==> src/rtl/nn_pkg.sv <==
// Definitions shared by the single-neuron core and its downstream activation buffer.
// Holds the buffer FSM state encoding and the common datapath widths.
package nn_pkg;

    localparam int ACC_W  = 16;
    localparam int DATA_W = 8;

    typedef enum logic [1:0] {
        IDLE   = 2'd0,
        LAUNCH = 2'd1,
        WAIT   = 2'd2,
        PUSH   = 2'd3
    } act_state_t;

endpackage

==> src/rtl/act_fifo.sv <==
// DEPTH x DW synchronous FIFO with occupancy count; head entry is read combinationally.
// Pops on empty are dropped; a push into a full FIFO is accepted only alongside a pop.
module act_fifo #(
    parameter int  DEPTH = 4,
    parameter int  DW    = 8,
    localparam int PW    = (DEPTH > 1) ? $clog2(DEPTH) : 1,
    localparam int CW    = $clog2(DEPTH + 1)
) (
    input  logic          clk,
    input  logic          rst_n,
    input  logic          push,
    input  logic [DW-1:0] push_data,
    input  logic          pop,
    output logic [DW-1:0] head,
    output logic [CW-1:0] count
);

    logic [DW-1:0] mem_r [DEPTH];
    logic [PW-1:0] wr_ptr_r;
    logic [PW-1:0] rd_ptr_r;
    logic [CW-1:0] count_r;
    logic          push_s;
    logic          pop_s;

    // Qualify the requests against the current occupancy
    always_comb begin
        pop_s  = pop && (count_r != {CW{1'b0}});
        push_s = push && ((count_r != CW'(DEPTH)) || pop_s);
    end

    // Storage array; reset to zero so the head reads zero out of reset
    always_ff @(posedge clk or negedge rst_n) begin
        if (!rst_n) begin
            for (int i = 0; i < DEPTH; i++) begin
                mem_r[i] <= {DW{1'b0}};
            end
        end else if (push_s) begin
            mem_r[wr_ptr_r] <= push_data;
        end else begin
            mem_r[wr_ptr_r] <= mem_r[wr_ptr_r];
        end
    end

    // Pointers wrap naturally because DEPTH is a power of two
    always_ff @(posedge clk or negedge rst_n) begin
        if (!rst_n) begin
            wr_ptr_r <= {PW{1'b0}};
            rd_ptr_r <= {PW{1'b0}};
        end else begin
            wr_ptr_r <= push_s ? (wr_ptr_r + PW'(1)) : wr_ptr_r;
            rd_ptr_r <= pop_s  ? (rd_ptr_r + PW'(1)) : rd_ptr_r;
        end
    end

    // Occupancy counter; simultaneous push and pop leave it unchanged
    always_ff @(posedge clk or negedge rst_n) begin
        if (!rst_n) begin
            count_r <= {CW{1'b0}};
        end else begin
            case ({push_s, pop_s})
                2'b10:   count_r <= count_r + CW'(1);
                2'b01:   count_r <= count_r - CW'(1);
                default: count_r <= count_r;
            endcase
        end
    end

    assign head  = mem_r[rd_ptr_r];
    assign count = count_r;

endmodule

==> src/rtl/neuron_act_buffer.sv <==
// Sequences NUM_OUT neuron evaluations, activates each result (ReLU, shift, saturate)
// and queues it for the next layer; a neuron is only launched when its result has a slot.
module neuron_act_buffer
    import nn_pkg::*;
#(
    parameter int  NUM_OUT = 10,
    parameter int  DW      = DATA_W,
    parameter int  AW      = ACC_W,
    parameter int  SHIFT   = 4,
    parameter int  DEPTH   = 4,
    localparam int IW      = (NUM_OUT > 1) ? $clog2(NUM_OUT) : 1
) (
    input  logic          clk,
    input  logic          rst,
    input  logic          run,
    output logic          neuron_start,
    input  logic          neuron_ready,
    input  logic [AW-1:0] neuron_out,
    output logic [DW-1:0] out_data,
    output logic          out_valid,
    input  logic          out_ack,
    output logic          busy,
    output logic          done,
    output logic [IW-1:0] index
);

    localparam int CW = $clog2(DEPTH + 1);

    act_state_t    state_r;
    act_state_t    state_next_s;
    logic          neuron_start_r;
    logic          start_next_s;
    logic          done_r;
    logic          done_next_s;
    logic          busy_r;
    logic          busy_next_s;
    logic          ready_q_r;
    logic          capture_s;
    logic          push_s;
    logic          inflight_s;
    logic          space_s;
    logic [IW-1:0] index_r;
    logic [IW-1:0] index_next_s;
    logic [AW-1:0] acc_r;
    logic [CW-1:0] fifo_count_s;
    logic [CW:0]   occupancy_s;

    function automatic logic [DW-1:0] activate(input logic [AW-1:0] a);
        logic [AW-1:0] r;
        logic [AW-1:0] s;
        r = a[AW-1] ? {AW{1'b0}} : a;
        s = r >> SHIFT;
        if ((s >> DW) != {AW{1'b0}}) begin
            activate = {DW{1'b1}};
        end else begin
            activate = s[DW-1:0];
        end
    endfunction

    // Slot reservation: FIFO occupancy plus the neuron result still owed
    always_comb begin
        inflight_s  = (state_r == WAIT) || (state_r == PUSH);
        occupancy_s = {1'b0, fifo_count_s} + {{CW{1'b0}}, inflight_s};
        space_s     = occupancy_s < (CW + 1)'(DEPTH);
    end

    // Next-state and next-output logic for the launch/capture sequencer
    always_comb begin
        state_next_s = state_r;
        start_next_s = 1'b0;
        done_next_s  = 1'b0;
        capture_s    = 1'b0;
        push_s       = 1'b0;
        index_next_s = index_r;
        case (state_r)
            IDLE: begin
                if (run && !busy_r) begin
                    index_next_s = {IW{1'b0}};
                    state_next_s = LAUNCH;
                end else begin
                    state_next_s = IDLE;
                end
            end
            LAUNCH: begin
                if (space_s) begin
                    start_next_s = 1'b1;
                    state_next_s = WAIT;
                end else begin
                    state_next_s = LAUNCH;
                end
            end
            WAIT: begin
                if (neuron_ready && !ready_q_r) begin
                    capture_s    = 1'b1;
                    state_next_s = PUSH;
                end else begin
                    state_next_s = WAIT;
                end
            end
            PUSH: begin
                push_s = 1'b1;
                if (index_r == IW'(NUM_OUT - 1)) begin
                    done_next_s  = 1'b1;
                    state_next_s = IDLE;
                end else begin
                    index_next_s = index_r + IW'(1);
                    state_next_s = LAUNCH;
                end
            end
            default: begin
                state_next_s = IDLE;
            end
        endcase
        // busy stays up through the done cycle so it drops the cycle after done
        busy_next_s = (state_next_s != IDLE) || done_next_s;
    end

    // FSM state and registered control outputs
    always_ff @(posedge clk or negedge rst) begin
        if (!rst) begin
            state_r        <= IDLE;
            neuron_start_r <= 1'b0;
            done_r         <= 1'b0;
            busy_r         <= 1'b0;
            index_r        <= {IW{1'b0}};
        end else begin
            state_r        <= state_next_s;
            neuron_start_r <= start_next_s;
            done_r         <= done_next_s;
            busy_r         <= busy_next_s;
            index_r        <= index_next_s;
        end
    end

    // Ready edge detector and accumulator capture
    always_ff @(posedge clk or negedge rst) begin
        if (!rst) begin
            ready_q_r <= 1'b0;
            acc_r     <= {AW{1'b0}};
        end else begin
            ready_q_r <= neuron_ready;
            acc_r     <= capture_s ? neuron_out : acc_r;
        end
    end

    act_fifo #(
        .DEPTH (DEPTH),
        .DW    (DW)
    ) u_fifo (
        .clk       (clk),
        .rst_n     (rst),
        .push      (push_s),
        .push_data (activate(acc_r)),
        .pop       (out_ack),
        .head      (out_data),
        .count     (fifo_count_s)
    );

    assign out_valid    = (fifo_count_s != {CW{1'b0}});
    assign neuron_start = neuron_start_r;
    assign done         = done_r;
    assign busy         = busy_r;
    assign index        = index_r;

endmodule

==> config.mk <==
export PLATFORM = sky130hd
export DESIGN_NAME = neuron_act_buffer
export DESIGN_NICKNAME = d
export VERILOG_FILES = /design/src/rtl/nn_pkg.sv /design/src/rtl/act_fifo.sv /design/src/rtl/neuron_act_buffer.sv
export SDC_FILE = /design/constraint.sdc
export NUM_CORES = 1
export LEC_CHECK = 0
export CORE_UTILIZATION = 60
export CTS_CLUSTER_DIAMETER = 120
export DETAILED_ROUTE_END_ITERATION = 8
export PLACE_DENSITY = 0.88
export SLEW_MARGIN = 20
export SYNTH_ARGS = -nofsm -noshare
export SYNTH_HDL_FRONTEND = slang
export SYNTH_SLANG_ARGS = --single-unit
==> constraint.sdc <==
create_clock -name clk -period 5.2 [get_ports clk]
set_input_delay 0.78 -clock clk [delete_from_list [all_inputs] [get_ports clk]]
set_output_delay 0.78 -clock clk [all_outputs]
set_load 0.01 [all_outputs]
; Word level (Yosys, flattened, before mapping)
; Cells that the tools add are included.
[totals]
elab_cells = 81
output_inout_bits = 16
inputBits = 21
ff_bits = 65
[classes]
order_cmp = 4
eq_ne = 9
muxes = 29
n_bitwise = 2
n_addsub = 6
n_reduce_logical = 17
[op_table]
columns = operator, n
row1 = $bwmux 32, 2
row2 = $mux 8, 6
row3 = $bmux 8 s2, 2
row4 = $mux 32, 1
row5 = $demux 8 s2, 1
row6 = $reduce_bool 16->1, 1
row7 = $mux 15, 1
row8 = $mux 1, 10
row9 = $mux 4, 2
row10 = $pmux 2 s4, 1
row11 = $pmux 4 s2, 1
row12 = $eq 2x2->1 const B, 3
row13 = $ge 3x3->1 const B, 2
row14 = $not 2->3, 2
row15 = $pmux 3 s2, 1
row16 = $reduce_bool 2->1, 3
row17 = $logic_and 1x1->1, 5
row18 = $add 2x1->2 const B, 2
row19 = $add 3x1->4, 1
row20 = $add 4x1->4 const B, 1
row21 = $eq 2x1->1 const B, 2
row22 = $eq 4x4->1 const B, 1
row23 = $lt 4x3->1 const B, 1
row24 = $ne 2x2->1 const B, 2
row25 = other kinds (10), 13

; Logic depth before layout (Yosys ltp)
[logic_depth]
word_depth = 8
ltp_mapped = 9
mapped_depth_nobuf = 8

; Cells and area by module
; A second synthesis with hierarchy kept.
[hier_totals]
cells_unflattened = 294
hier_area_um2 = 3300.7
[by_module_without_submodules]
columns = mod, n_inst, seq_area_each_um2, cells_each, area_per_inst_um2
row1 = act_fifo, 1, 975.9, 189, 2133.3
row2 = neuron_act_buffer, 1, 550.5, 105, 1167.4

; Worst setup path before layout
; OpenSTA, ideal clock, no wires.
[synth_path]
kind = input port to flip-flop
startpoint = input out_ack
endpoint = register u_fifo.count_r[2], in the netlist u_fifo.count[2]
required_time_ns = 5.121
stages = 9
setup_time_ns = 0.079
slack_ns = 2.670
path_buffers = 1
arrival_time_ns = 2.451
cell_sequence = nor4b_4 > or2b_1 > buf_6 > ha_1 > inv_1 > fa_1 > xor2_1 > nor2_1 > xor2_1
[synth_via]
elab_chain_cells = 5
word_cells_on_any_way = 7
cone_classes = 2 x eq/ne / 1 x mux / 4 x reduce/logical
[synth_lines]
columns = element, line_no
row1 = start: declaration, neuron_act_buffer.sv:21  ; input logic out_ack,
row2 = $logic_and 1x1->1 *, act_fifo.sv:27  ; pop_s = pop && (count_r != {CW{1'b0}});
row3 = $logic_or 1x1->1, act_fifo.sv:28  ; push_s = push && ((count_r != CW'(DEPTH)) || pop_s);
row4 = $logic_and 1x1->1, act_fifo.sv:28
row5 = $eq 2x1->1 / $eq 2x2->1 (equally long branches), act_fifo.sv:60  ; case ({push_s, pop_s})
row6 = $pmux 3 s2 / $reduce_bool 2->1 (equally long branches), n/a
row7 = end signal: assignment, act_fifo.sv:61  ; 2'b10: count_r <= count_r + CW'(1);
row8 = end signal: assignment, act_fifo.sv:62  ; 2'b01: count_r <= count_r - CW'(1);
row9 = end signal: assignment, act_fifo.sv:63  ; default: count_r <= count_r;
row10 = end: declaration, act_fifo.sv:21  ; logic [CW-1:0] count_r;
; Mark *: on every way between the ends. The rest lies on a longest branch, timed or not.
; A chain may end at the register's enable or synchronous reset.

; Final worst setup path
; Same ends and word-level chain as after synthesis.

==> impl_metrics.py <==
metrics = {
    "place": {
        "io_buffers": 32,
        "dpl.hpwl_mm": 4.18,
        "routabilityCongestion": 0.801,
    },
    "power_and_ir_drop": {
        "power.density_nw_per_um2": 628,
        "ir_drop_v": 0.000386,
        "p_leak_nw": 1.42,
        "power.total_mw": 2.25,
    },
    "sta": {
        "hold_viol_final": 0,
        "finalMaxSlewViolations": 0,
        "finalSetupTns_ps": 0,
        "grt_setup_unrepaired": "no",
        "fin_crit_ps": 3120,
        "fin_skew_ps": 9.23,
        "relSlewSlack_pct": 48.6,
        "post-route-period-util_pct": 60.1,
        "setup_viol": 0,
        "max_freq_mhz": 320,
        "tightestPinTransition_ps": 771,
    },
    "route": {
        "drtIter0Drc": 93,
        "vias": 2161,
        "first_pass_iters": 4,
        "post_drt_via_cell_ratio": 5.99,
        "ant_nets": 0,
        "drc_errors": 0,
        "wirelength_mm": 6.22,
        "post_drt_wl_per_cell_um": 17.2,
    },
    "critical_path": {
        "crit_chain": "clkdlybuf4s50_1 > nor4b_4 > or2b_1 > ha_1 > inv_1 > fa_1 > xor2_1 > nor2_1 > xor2_1",
        "path_depth": 9,
        "crit_buf_inv": 2,
        "rr_worst_depth": 8,
        "required_ps": 5470,
        "cp-end-kind": "flip-flop",
        "max_stage_delay_ps": 550,
        "crit_family": "simple AND/OR/NAND/NOR gates",
        "crit_type": "in2reg",
        "crit_fanout": 11,
        "cp.arrival_ps": 3390,
        "path_common_cell": "xor2_1",
        "crit_path_top_delay_cell": "or2b_1",
        "r2r_slack_ps": 2440,
        "r2r-start": "u_fifo.count[0]",
        "rr_endpoint": "u_fifo.count[2]",
        "start_kind": "input pin",
    },
    "cells_and_area": {
        "syn_to_final_growth_pct": 17.1,
        "drive_gt1_share_pct": 18.4,
        "seqCellArea_sq_um": 1530,
        "final_common_cell": "dfrtp_1",
        "nFillCells": 344,
        "n_antenna_cell": 0,
        "multi_input_area_sq_um": 1420,
        "final_cell_mix": "dfrtp_1 (61), nor2_1 (35), a21oi_1 (35)",
        "nets": 323,
    },
    "global_route": {
        "grtUsageTotal_pct": 26.3,
        "grt_max_degree": 62,
        "grt_pass1_wl_mm": 10.2,
        "grt-ovfl-total": 0,
        "grt_pass1_vias": 2145,
        "antenna_found_initial": 0,
    },
    "floorplan": {
        "io-pin-count": 37,
        "die_h_um": 73.4,
        "rows": 25,
        "core_sq_um": 4820,
        "die_w_um": 73.4,
        "initial_utilization_pct": 63.5,
        "dieArea_sq_um": 5390,
    },
    "run": {
        "cap_violations": 0,
    },
    "yosys": {
        "syn_nets": 297,
        "synth_cells": 263,
        "ys_seq_area_share_pct": 49.9,
        "ys_warn_count": 0,
        "synth.distinct_cells": 38,
        "syn_area_per_cell_sq_um": 11.6,
        "yosys_register_bits": 61,
        "syn_area_sq_um": 3060,
    },
    "clocking": {
        "clock_sinks": 61,
        "htree_levels": 3,
        "ctsHoldBuffers": 0,
        "cts_repair_resize_count": 0,
        "cts_made_buffers": 9,
        "cts_tree": "done",
        "clockRootBuffer": "clkbuf_8",
        "cts_setup_buffers": 0,
        "path_clk_slew_ps": 70,
        "clk_path_buf_depth": 2,
        "clock_latency_ps": 340,
    },
    "worst_hold_path": {
        "hp-class": "reg2reg",
        "holdPathEnd": "acc_r[15]",
        "worst_hold_startpoint": "acc_r[15]",
        "hold_depth": 1,
    },
    "status": {
        "status": "completed",
    },
}
[Yosys cell counts (all sizes together)]
cell    number  area [sq um]
mux2        14           158
nand4        1          6.26
a22o         1          8.76
o311ai       1          8.76
nand2b       2          12.5
xnor2        3          26.3
o211a        1          10.0
nor2b        1          6.26
nor4         8          50.1
o31ai        1          7.51
a21o         1          7.51
xor2         3          26.3
or3          2          12.5
nor3        10          50.1
a21oi       42           236
mux2i        1          10.0
o21ai        3          15.0
nand3b       2          15.0
nor3b        1          7.51
dfrtp       61          1530
nor2        35           131
nand3        1          5.00
clkbuf       6          22.5
mux4        16           360
a32oi        1          8.76
fa           1          20.0
inv          9          33.8
nor4b        1          23.8
and2         1          6.26
or2          1          6.26
buf         12          55.1
nand2        7          26.3
or2b         1          7.51
ha          12           150
[worst register-to-register path, stage by stage, from the launching register on]
cell and delay [ps]:
dfrtp_1 460, nor4b_4 550, or2b_1 550, ha_1 290, inv_1 60, fa_1 370, xor2_1 150, nor2_1 110
xor2_1 150
[registers in the layout, indices dropped and copies added (netlist names), 2 cells and up]
name	flops
acc_r	12
index	4
state_r	2
u_fifo.count	3
u_fifo.mem_r	32
u_fifo.rd_ptr_r	2
u_fifo.wr_ptr_r	2
[logic make-up after synthesis]
kind of cell / count (synthesis) / synth area share (%)
simple gates: 74 / 12.0
flops: 61 / 49.9
compound gates: 51 / 9.90
mux: 31 / 17.3
buf+inv: 27 / 3.64
fa+ha+maj: 13 / 5.56
xor+xnor: 6 / 1.72
[layout make-up]
type / count / share of cell area (%)
sequential: 61 / 42.6
multi-input combinational: 175 / 39.7
timing repair buffer: 33 / 9.02
clock buffer: 12 / 4.05
tap: 67 / 2.34
clock inverter: 4 / 1.33
inverter: 9 / 0.944
[worst max path at each step]
stage                            to  slack, ps  startpoint
global route        u_fifo.count[2]       1860     out_ack
detailed placement  u_fifo.count[2]       1700     out_ack
global placement    u_fifo.count[2]       1740     out_ack
CTS                 u_fifo.count[2]       2060     out_ack
finish              u_fifo.count[2]       2080     out_ack
floorplan           u_fifo.count[2]       2670     out_ack
[routing by layer]
metal  vias up  wire length [um]  share of wire [%]  global-route usage (%)
met1      1105              2690                 43                    32.7
met4         0               102                1.6                    10.7
met3         9               306                4.9                    7.82
li1        991                 -                  -                       -
met2        56              3130                 50                    43.3
met5         -                 0                  0                       0
[report_power, final]
group	internal [mW]	leakage, nW	switching, mW	total, mW
Clock	0.233	0.0964	0.180	0.413
Sequential	0.658	0.678	0.232	0.890
Combinational	0.498	0.649	0.447	0.944
Total	1.39	1.42	0.858	2.25
[metrics by stage]
step	instances	worst slack, ps	util, %	cell area, sq um	hold slack, ps
after floorplan	263	2670	-	3060	470
after global placement	345	1740	70.3	3390	481
after detailed placement	345	1700	70.3	3390	490
after CTS	361	2060	74.3	3580	506
after global routing	361	1860	74.3	3580	536
final	361	2080	74.3	3580	505
(Power assumes the default switching activity.)
